--- config.mk ---
export PLATFORM = sky130hd
export DESIGN_NAME = riscv_mdu
export DESIGN_NICKNAME = d
export VERILOG_FILES = /design/src/rtl/riscv_mdu.sv
export SDC_FILE = /design/constraint.sdc
export NUM_CORES = 1
export LEC_CHECK = 0
export BUFFER_PORTS_ARGS = -buffer_cell sky130_fd_sc_hd__buf_2
export CAP_MARGIN = 20
export CORE_ASPECT_RATIO = 0.75
export CORE_UTILIZATION = 27
export CTS_BUF_LIST = sky130_fd_sc_hd__clkbuf_8 sky130_fd_sc_hd__clkbuf_16
export CTS_CLUSTER_DIAMETER = 150
export DETAILED_ROUTE_END_ITERATION = 12
export PLACE_DENSITY_LB_ADDON = 0.05
export SYNTH_ARGS = -nofsm -noshare
export SYNTH_HDL_FRONTEND = slang
export SYNTH_SLANG_ARGS = --single-unit
--- constraint.sdc ---
create_clock -name clk -period 9.1 [get_ports clk]
set_input_delay 1.365 -clock clk [delete_from_list [all_inputs] [get_ports clk]]
set_output_delay 1.365 -clock clk [all_outputs]
set_load 0.01 [all_outputs]
--- src/rtl/riscv_mdu.sv ---
// rtl/riscv_mdu.sv - iterative RV32M multiply/divide unit (shift-add multiply, restoring divide)
module riscv_mdu #(
    parameter int WIDTH = 32
) (
    input  logic             clk,
    input  logic             rst_n,
    input  logic             start,
    input  logic [2:0]       op,
    input  logic [WIDTH-1:0] a,
    input  logic [WIDTH-1:0] b,
    output logic             busy,
    output logic             done,
    output logic [WIDTH-1:0] result,
    output logic             div_by_zero,
    output logic             N,
    output logic             Z
);
    localparam int CW = $clog2(WIDTH + 1);

    typedef enum logic [1:0] {IDLE, RUN, FIN} state_t;

    state_t             state_q, state_d;
    logic [CW-1:0]      cnt_q, cnt_d;
    logic [2:0]         op_q, op_d;
    logic [2*WIDTH-1:0] acc_q, acc_d;
    logic [WIDTH-1:0]   opnd_q, opnd_d;
    logic [WIDTH-1:0]   result_q, result_d;
    logic               neg_q, neg_d;
    logic               dbz_q, dbz_d;
    logic               busy_q, busy_d;
    logic               done_q, done_d;

    logic             a_signed, b_signed, a_neg, b_neg;
    logic [WIDTH-1:0] mag_a, mag_b, smin;
    logic             div_zero, div_ovf;
    logic [WIDTH-1:0] spec_res;

    assign smin     = {1'b1, {(WIDTH-1){1'b0}}};
    assign a_signed = (op == 3'b000) || (op == 3'b001) || (op == 3'b010) ||
                      (op == 3'b100) || (op == 3'b110);
    assign b_signed = (op == 3'b000) || (op == 3'b001) ||
                      (op == 3'b100) || (op == 3'b110);
    assign a_neg    = a_signed && a[WIDTH-1];
    assign b_neg    = b_signed && b[WIDTH-1];
    assign mag_a    = a_neg ? -a : a;
    assign mag_b    = b_neg ? -b : b;
    assign div_zero = op[2] && (b == '0);
    assign div_ovf  = op[2] && !op[0] && (a == smin) && (b == '1);
    assign spec_res = div_zero ? (op[1] ? a : '1) : (op[1] ? '0 : smin);

    // acc holds {product hi, multiplier/product lo} or {remainder, dividend/quotient}
    logic [WIDTH:0]     mul_sum;
    logic [2*WIDTH-1:0] mul_next, mul_fix;
    logic [WIDTH:0]     div_sh, div_diff;
    logic [2*WIDTH-1:0] div_next;
    logic [WIDTH-1:0]   div_sel, div_fix, mul_sel, final_res;

    assign mul_sum  = {1'b0, acc_q[2*WIDTH-1:WIDTH]} + {1'b0, (acc_q[0] ? opnd_q : '0)};
    assign mul_next = {mul_sum, acc_q[WIDTH-1:1]};
    assign mul_fix  = neg_q ? -mul_next : mul_next;
    assign mul_sel  = (op_q[1:0] == 2'b00) ? mul_fix[WIDTH-1:0] : mul_fix[2*WIDTH-1:WIDTH];

    assign div_sh   = {acc_q[2*WIDTH-1:WIDTH], acc_q[WIDTH-1]};
    assign div_diff = div_sh - {1'b0, opnd_q};
    assign div_next = div_diff[WIDTH] ? {div_sh[WIDTH-1:0], acc_q[WIDTH-2:0], 1'b0}
                                      : {div_diff[WIDTH-1:0], acc_q[WIDTH-2:0], 1'b1};
    assign div_sel  = op_q[1] ? div_next[2*WIDTH-1:WIDTH] : div_next[WIDTH-1:0];
    assign div_fix  = neg_q ? -div_sel : div_sel;

    assign final_res = op_q[2] ? div_fix : mul_sel;

    always_comb begin
        state_d  = state_q;
        cnt_d    = cnt_q;
        op_d     = op_q;
        acc_d    = acc_q;
        opnd_d   = opnd_q;
        neg_d    = neg_q;
        result_d = result_q;
        dbz_d    = dbz_q;
        case (state_q)
            RUN: begin
                acc_d = op_q[2] ? div_next : mul_next;
                cnt_d = cnt_q - CW'(1);
                if (cnt_q == CW'(1)) begin
                    state_d  = FIN;
                    result_d = final_res;
                    dbz_d    = 1'b0;
                end
            end
            default: begin
                if (start) begin
                    op_d  = op;
                    neg_d = (op == 3'b110) ? a_neg : (a_neg ^ b_neg);
                    if (div_zero || div_ovf) begin
                        state_d  = FIN;
                        result_d = spec_res;
                        dbz_d    = div_zero;
                    end else begin
                        state_d = RUN;
                        cnt_d   = CW'(WIDTH);
                        acc_d   = {{WIDTH{1'b0}}, (op[2] ? mag_a : mag_b)};
                        opnd_d  = op[2] ? mag_b : mag_a;
                    end
                end else begin
                    state_d = IDLE;
                end
            end
        endcase
        busy_d = (state_d == RUN);
        done_d = (state_d == FIN);
    end

    always_ff @(posedge clk or negedge rst_n) begin
        if (!rst_n) begin
            state_q  <= IDLE;
            cnt_q    <= '0;
            op_q     <= '0;
            acc_q    <= '0;
            opnd_q   <= '0;
            neg_q    <= 1'b0;
            result_q <= '0;
            dbz_q    <= 1'b0;
            busy_q   <= 1'b0;
            done_q   <= 1'b0;
        end else begin
            state_q  <= state_d;
            cnt_q    <= cnt_d;
            op_q     <= op_d;
            acc_q    <= acc_d;
            opnd_q   <= opnd_d;
            neg_q    <= neg_d;
            result_q <= result_d;
            dbz_q    <= dbz_d;
            busy_q   <= busy_d;
            done_q   <= done_d;
        end
    end

    assign busy        = busy_q;
    assign done        = done_q;
    assign result      = result_q;
    assign div_by_zero = dbz_q;
    assign N           = result_q[WIDTH-1];
    assign Z           = (result_q == '0);
endmodule

==> summary.md <==
| Metric | Value |
|---|---|
| Run status | complete, no violations |
| Placed Instances | 3,092 |
| Count of instances resized after the clock tree is built | 0 |
| Cell repeated most along the worst path | sky130_fd_sc_hd__o31ai_1 |
| Clock edge transition at the registers on the reported setup and hold paths | 0.07 ns |
| Number of primary I/O pins | 107 |
| Area grow syn2layout | 10.2% |
| Number of remaining DRC errors | 0 |
| Mean routed wirelength per cell | 25.3 um |
| Kind of cell adding the most delay to the critical path | simple AND/OR/NAND/NOR gates |
| Std cell rows | 79 |
| Cell breakdown of the critical path | inv_1 -> ha_1 -> inv_1 -> fa_1 -> a211oi_1 -> o31ai_1 -> buf_4 -> o211a_1 -> o211ai_2 -> nand3_1 -> nand2_1 -> buf_4 -> o21a_1 -> ha_1 -> o31ai_1 -> nor2_1 -> or4b_1 -> o31ai_1 -> xor2_1 -> o21ai_0 |
| Worst slew slack as a fraction of its limit | 28.4% |
| Share of the clock period used by the worst path after layout | 73.8% |
| Max Root-Sink Buffers | 2 |
| Final weighted congestion in routability-driven placement | 0.888 |
| Post-CTS Setup Repair Bufs | 0 |
| Finished Cell Area | 0.0187 mm^2 |
| Post-synthesis async set-or-reset flop share | 100% |
| Number of enable-type register cells in the synthesized netlist | 0 |
| Hold WC Path Type | reg2reg |
| Global-route total usage across every layer | 24.5% |
| RSZ-0062 raised after global routing | false |
| Post-synthesis instance area | 0.0170 mm^2 |
| Wire length after detailed routing | 79,200 um |
| Area inside the core boundary | 0.0621 mm^2 |
| Die extent in x | 291 um |
| R2R Setup Slk | 2.39 ns |
| Placement Setup Slack | 2.57 ns |
| Total gr overflow | 0 |
| Count of final setup violators | 0 |
| Highest-count cells in the layout ignoring fill and taps | sky130_fd_sc_hd__a21oi_1, sky130_fd_sc_hd__nor2_1, sky130_fd_sc_hd__nand2_1 |
| Critical path data arrival time | 7.02 ns |
| Starting density of the core | 27.3% |
| CTS Sinks | 143 |
| Count of buffers inserted at the top-level ports | 106 |
| Wire length of the first global-routing pass | 115,000 um |
| Sequential-to-total area share from yosys stat | 21.1% |
| Number of antenna violations at the first check in global routing | 3 |
| Worst path bufs/invs | 4 |
| CTS Hold Bufs | 0 |
| Minimum period implied by the final worst setup slack | 6.71 ns |
| Die Span Y | 219 um |
| Number of distinct library cells after synthesis | 92 |
| Data required time at the worst endpoint | 9.41 ns |
| Most common library cell in the layout ignoring fill and taps | sky130_fd_sc_hd__a21oi_1 |
| Pin count of the biggest net entering global routing | 83 |
| Start-to-end type of the worst setup path | reg2reg |
| Insertion delay to the later sink of the worst-skew pair | 0.46 ns |
| Worst Setup Slack, final | 2.39 ns |
| Number of warnings printed during yosys synthesis | 0 |
| Max-slew violations | 0 |
| Slowest cell on the critical path | sky130_fd_sc_hd__nand2_1 |
| Count of final hold-check violations | 0 |
| DR pass1 iterations | 5 |
| Maximum achievable frequency | 0.149 GHz |
| Number of DRC markers in iteration 0 | 1,611 |
| Critical path capture point type | register |
| Placed inst area | 0.0182 mm^2 |
| Final sum of negative setup slack | 0 ns |
| Slew at the pin with the worst max-slew slack | 1.07 ns |
| Launching element type of the critical path | register |
| Share of the synthesized area in the top cell type | 21.1% |
| Via count of the routed design | 17,428 |
| Number of cells produced by synthesis | 2,312 |
| Post-synthesis register bit count | 143 |
| Ratio of cells with drive above 1 in the final layout | 10.7% |
| Total die area | 0.0639 mm^2 |
| Count of antenna-violating nets left after detailed routing | 0 |
| Max-cap violation count | 0 |
| Dominant synthesized flop cell | sky130_fd_sc_hd__dfrtp_1 |
| Detailed-route vias per instance | 5.58 |
| Crit-path max cell delay | 0.93 ns |
| Ranking of synthesized cells by area | sky130_fd_sc_hd__dfrtp_1, sky130_fd_sc_hd__a21oi_1, sky130_fd_sc_hd__xnor2_1, sky130_fd_sc_hd__mux2i_1, sky130_fd_sc_hd__o21ai_0 |
| Number of buffers created by CTS | 17 |
| Number of global-route vias before repair | 16,597 |
| Largest area contributor in the netlist | sky130_fd_sc_hd__dfrtp_1 |
| HPWL after detailed placement | 63,200 um |
| Maximum fanout along the worst path | 17 |
| Syn avg cell area | 7.34 um^2 |
| H-Tree Depth | 4 |
| Buffer type at the clock tree root | sky130_fd_sc_hd__clkbuf_16 |
| Clk_skew | 0.0167 ns |
| Synthesized netlist net count | 2,455 |
| Number of standard cells in the layout, taps in and fillers out | 3,125 |
| CTS tree | done |
| Layout net count | 2,444 |
[metal layers]
layer  share of wire [%]  wire length, um  global-route usage (%)  up-vias
met4                 3.0             2350                    7.91        2
met2                  42            33500                    36.4      443
met1                  50            39700                    35.9     8510
met3                 4.6             3660                    3.60       79
li1                    -                -                       -     8394
met5               0.013               10                       0        -
[final timing paths]
kind | startpoint | end | cells after the start
min in group asynchronous | rst_n | acc_q[59] | 1
max in group asynchronous | rst_n | op_q[2] | 2
worst max-delay path | acc_q[31] | result[22] | 20
worst min-delay path | cnt_q[4] | cnt_q[4] | 1
worst min register to register | cnt_q[4] | cnt_q[4] | 1
worst max register to register | acc_q[31] | result[22] | 20
[state kept, by name, indices dropped and copies added, names as in the netlist]
name / flops
acc_q: 64
opnd_q: 32
result: 32
cnt_q: 6
op_q: 3
state_q: 2
busy: 1
div_by_zero: 1
done: 1
neg_q: 1
[cells by family (layout without fill, tap and decap cells)]
| group | count (synthesis) | count (layout) | share of synthesized area (%) |
|---|---|---|---|
| AOI/OAI and AO/OA | 745 | 745 | 27.2 |
| xor gates and xnor gates | 185 | 185 | 9.55 |
| adders and majority gates | 73 | 73 | 5.47 |
| buffers and inverters | 243 | 245 | 5.57 |
| DFF | 143 | 143 | 21.1 |
| muxes | 130 | 130 | 7.88 |
| other | 0 | 1 | 0 |
| and+or+nand+nor | 793 | 793 | 23.2 |
[layout make-up]
| class | count | area, um^2 |
|---|---|---|
| Fill cell | 6816 | 43400 |
| Multi-Input combinational cell | 1926 | 12500 |
| Sequential cell | 143 | 3580 |
| Tap cell | 810 | 1010 |
| Timing Repair Buffer | 141 | 802 |
| Clock buffer | 18 | 439 |
| Inverter | 72 | 270 |
| Clock inverter | 14 | 104 |
| Antenna cell | 1 | 2.50 |
[synth_stat cells (20+ instances only)]
library cell                 n
sky130_fd_sc_hd__a211oi_1   30
sky130_fd_sc_hd__a21o_1     32
sky130_fd_sc_hd__a21oi_1   251
sky130_fd_sc_hd__a31oi_1    22
sky130_fd_sc_hd__and2_1     49
sky130_fd_sc_hd__and3_1     20
sky130_fd_sc_hd__clkbuf_1  145
sky130_fd_sc_hd__dfrtp_1   143
sky130_fd_sc_hd__ha_1       71
sky130_fd_sc_hd__inv_1      70
sky130_fd_sc_hd__mux2_2     27
sky130_fd_sc_hd__mux2i_1   102
sky130_fd_sc_hd__nand2_1   206
sky130_fd_sc_hd__nand2b_1   25
sky130_fd_sc_hd__nand3_1    38
sky130_fd_sc_hd__nand4_1    28
sky130_fd_sc_hd__nor2_1    242
sky130_fd_sc_hd__nor3_1     51
sky130_fd_sc_hd__nor4_1     23
sky130_fd_sc_hd__o211ai_1   29
sky130_fd_sc_hd__o21a_1     21
sky130_fd_sc_hd__o21ai_0   188
sky130_fd_sc_hd__o31ai_1    35
sky130_fd_sc_hd__or3_1      29
sky130_fd_sc_hd__xnor2_1   117
sky130_fd_sc_hd__xor2_1     68
[per-stage QoR]
| step | hold slack (ns) | util, % |
|---|---|---|
| 2_1_floorplan | 0.450 | - |
| 6_report | 0.489 | 30.1 |
| 3_5_place_dp | 0.469 | 29.2 |
| 3_3_place_gp | 0.471 | 29.2 |
| 5_1_grt | 0.508 | 30.1 |
| 4_1_cts | 0.488 | 30.1 |
[worst reg2reg max path: stages (launching register included)]
cell and delay [ns]:
sky130_fd_sc_hd__dfrtp_1 0.47, sky130_fd_sc_hd__inv_1 0.16, sky130_fd_sc_hd__ha_1 0.18, sky130_fd_sc_hd__inv_1 0.05
sky130_fd_sc_hd__fa_1 0.40, sky130_fd_sc_hd__a211oi_1 0.31, sky130_fd_sc_hd__o31ai_1 0.13, sky130_fd_sc_hd__buf_4 0.17
sky130_fd_sc_hd__o211a_1 0.30, sky130_fd_sc_hd__o211ai_2 0.34, sky130_fd_sc_hd__nand3_1 0.68, sky130_fd_sc_hd__nand2_1 0.94
sky130_fd_sc_hd__buf_4 0.37, sky130_fd_sc_hd__o21a_1 0.19, sky130_fd_sc_hd__ha_1 0.26, sky130_fd_sc_hd__o31ai_1 0.26
sky130_fd_sc_hd__nor2_1 0.15, sky130_fd_sc_hd__or4b_1 0.60, sky130_fd_sc_hd__o31ai_1 0.34, sky130_fd_sc_hd__xor2_1 0.19
sky130_fd_sc_hd__o21ai_0 0.09
Power is left out: the tool's default activity adds up to more than one toggle a clock period on the data nets, which glitch-free logic cannot reach.
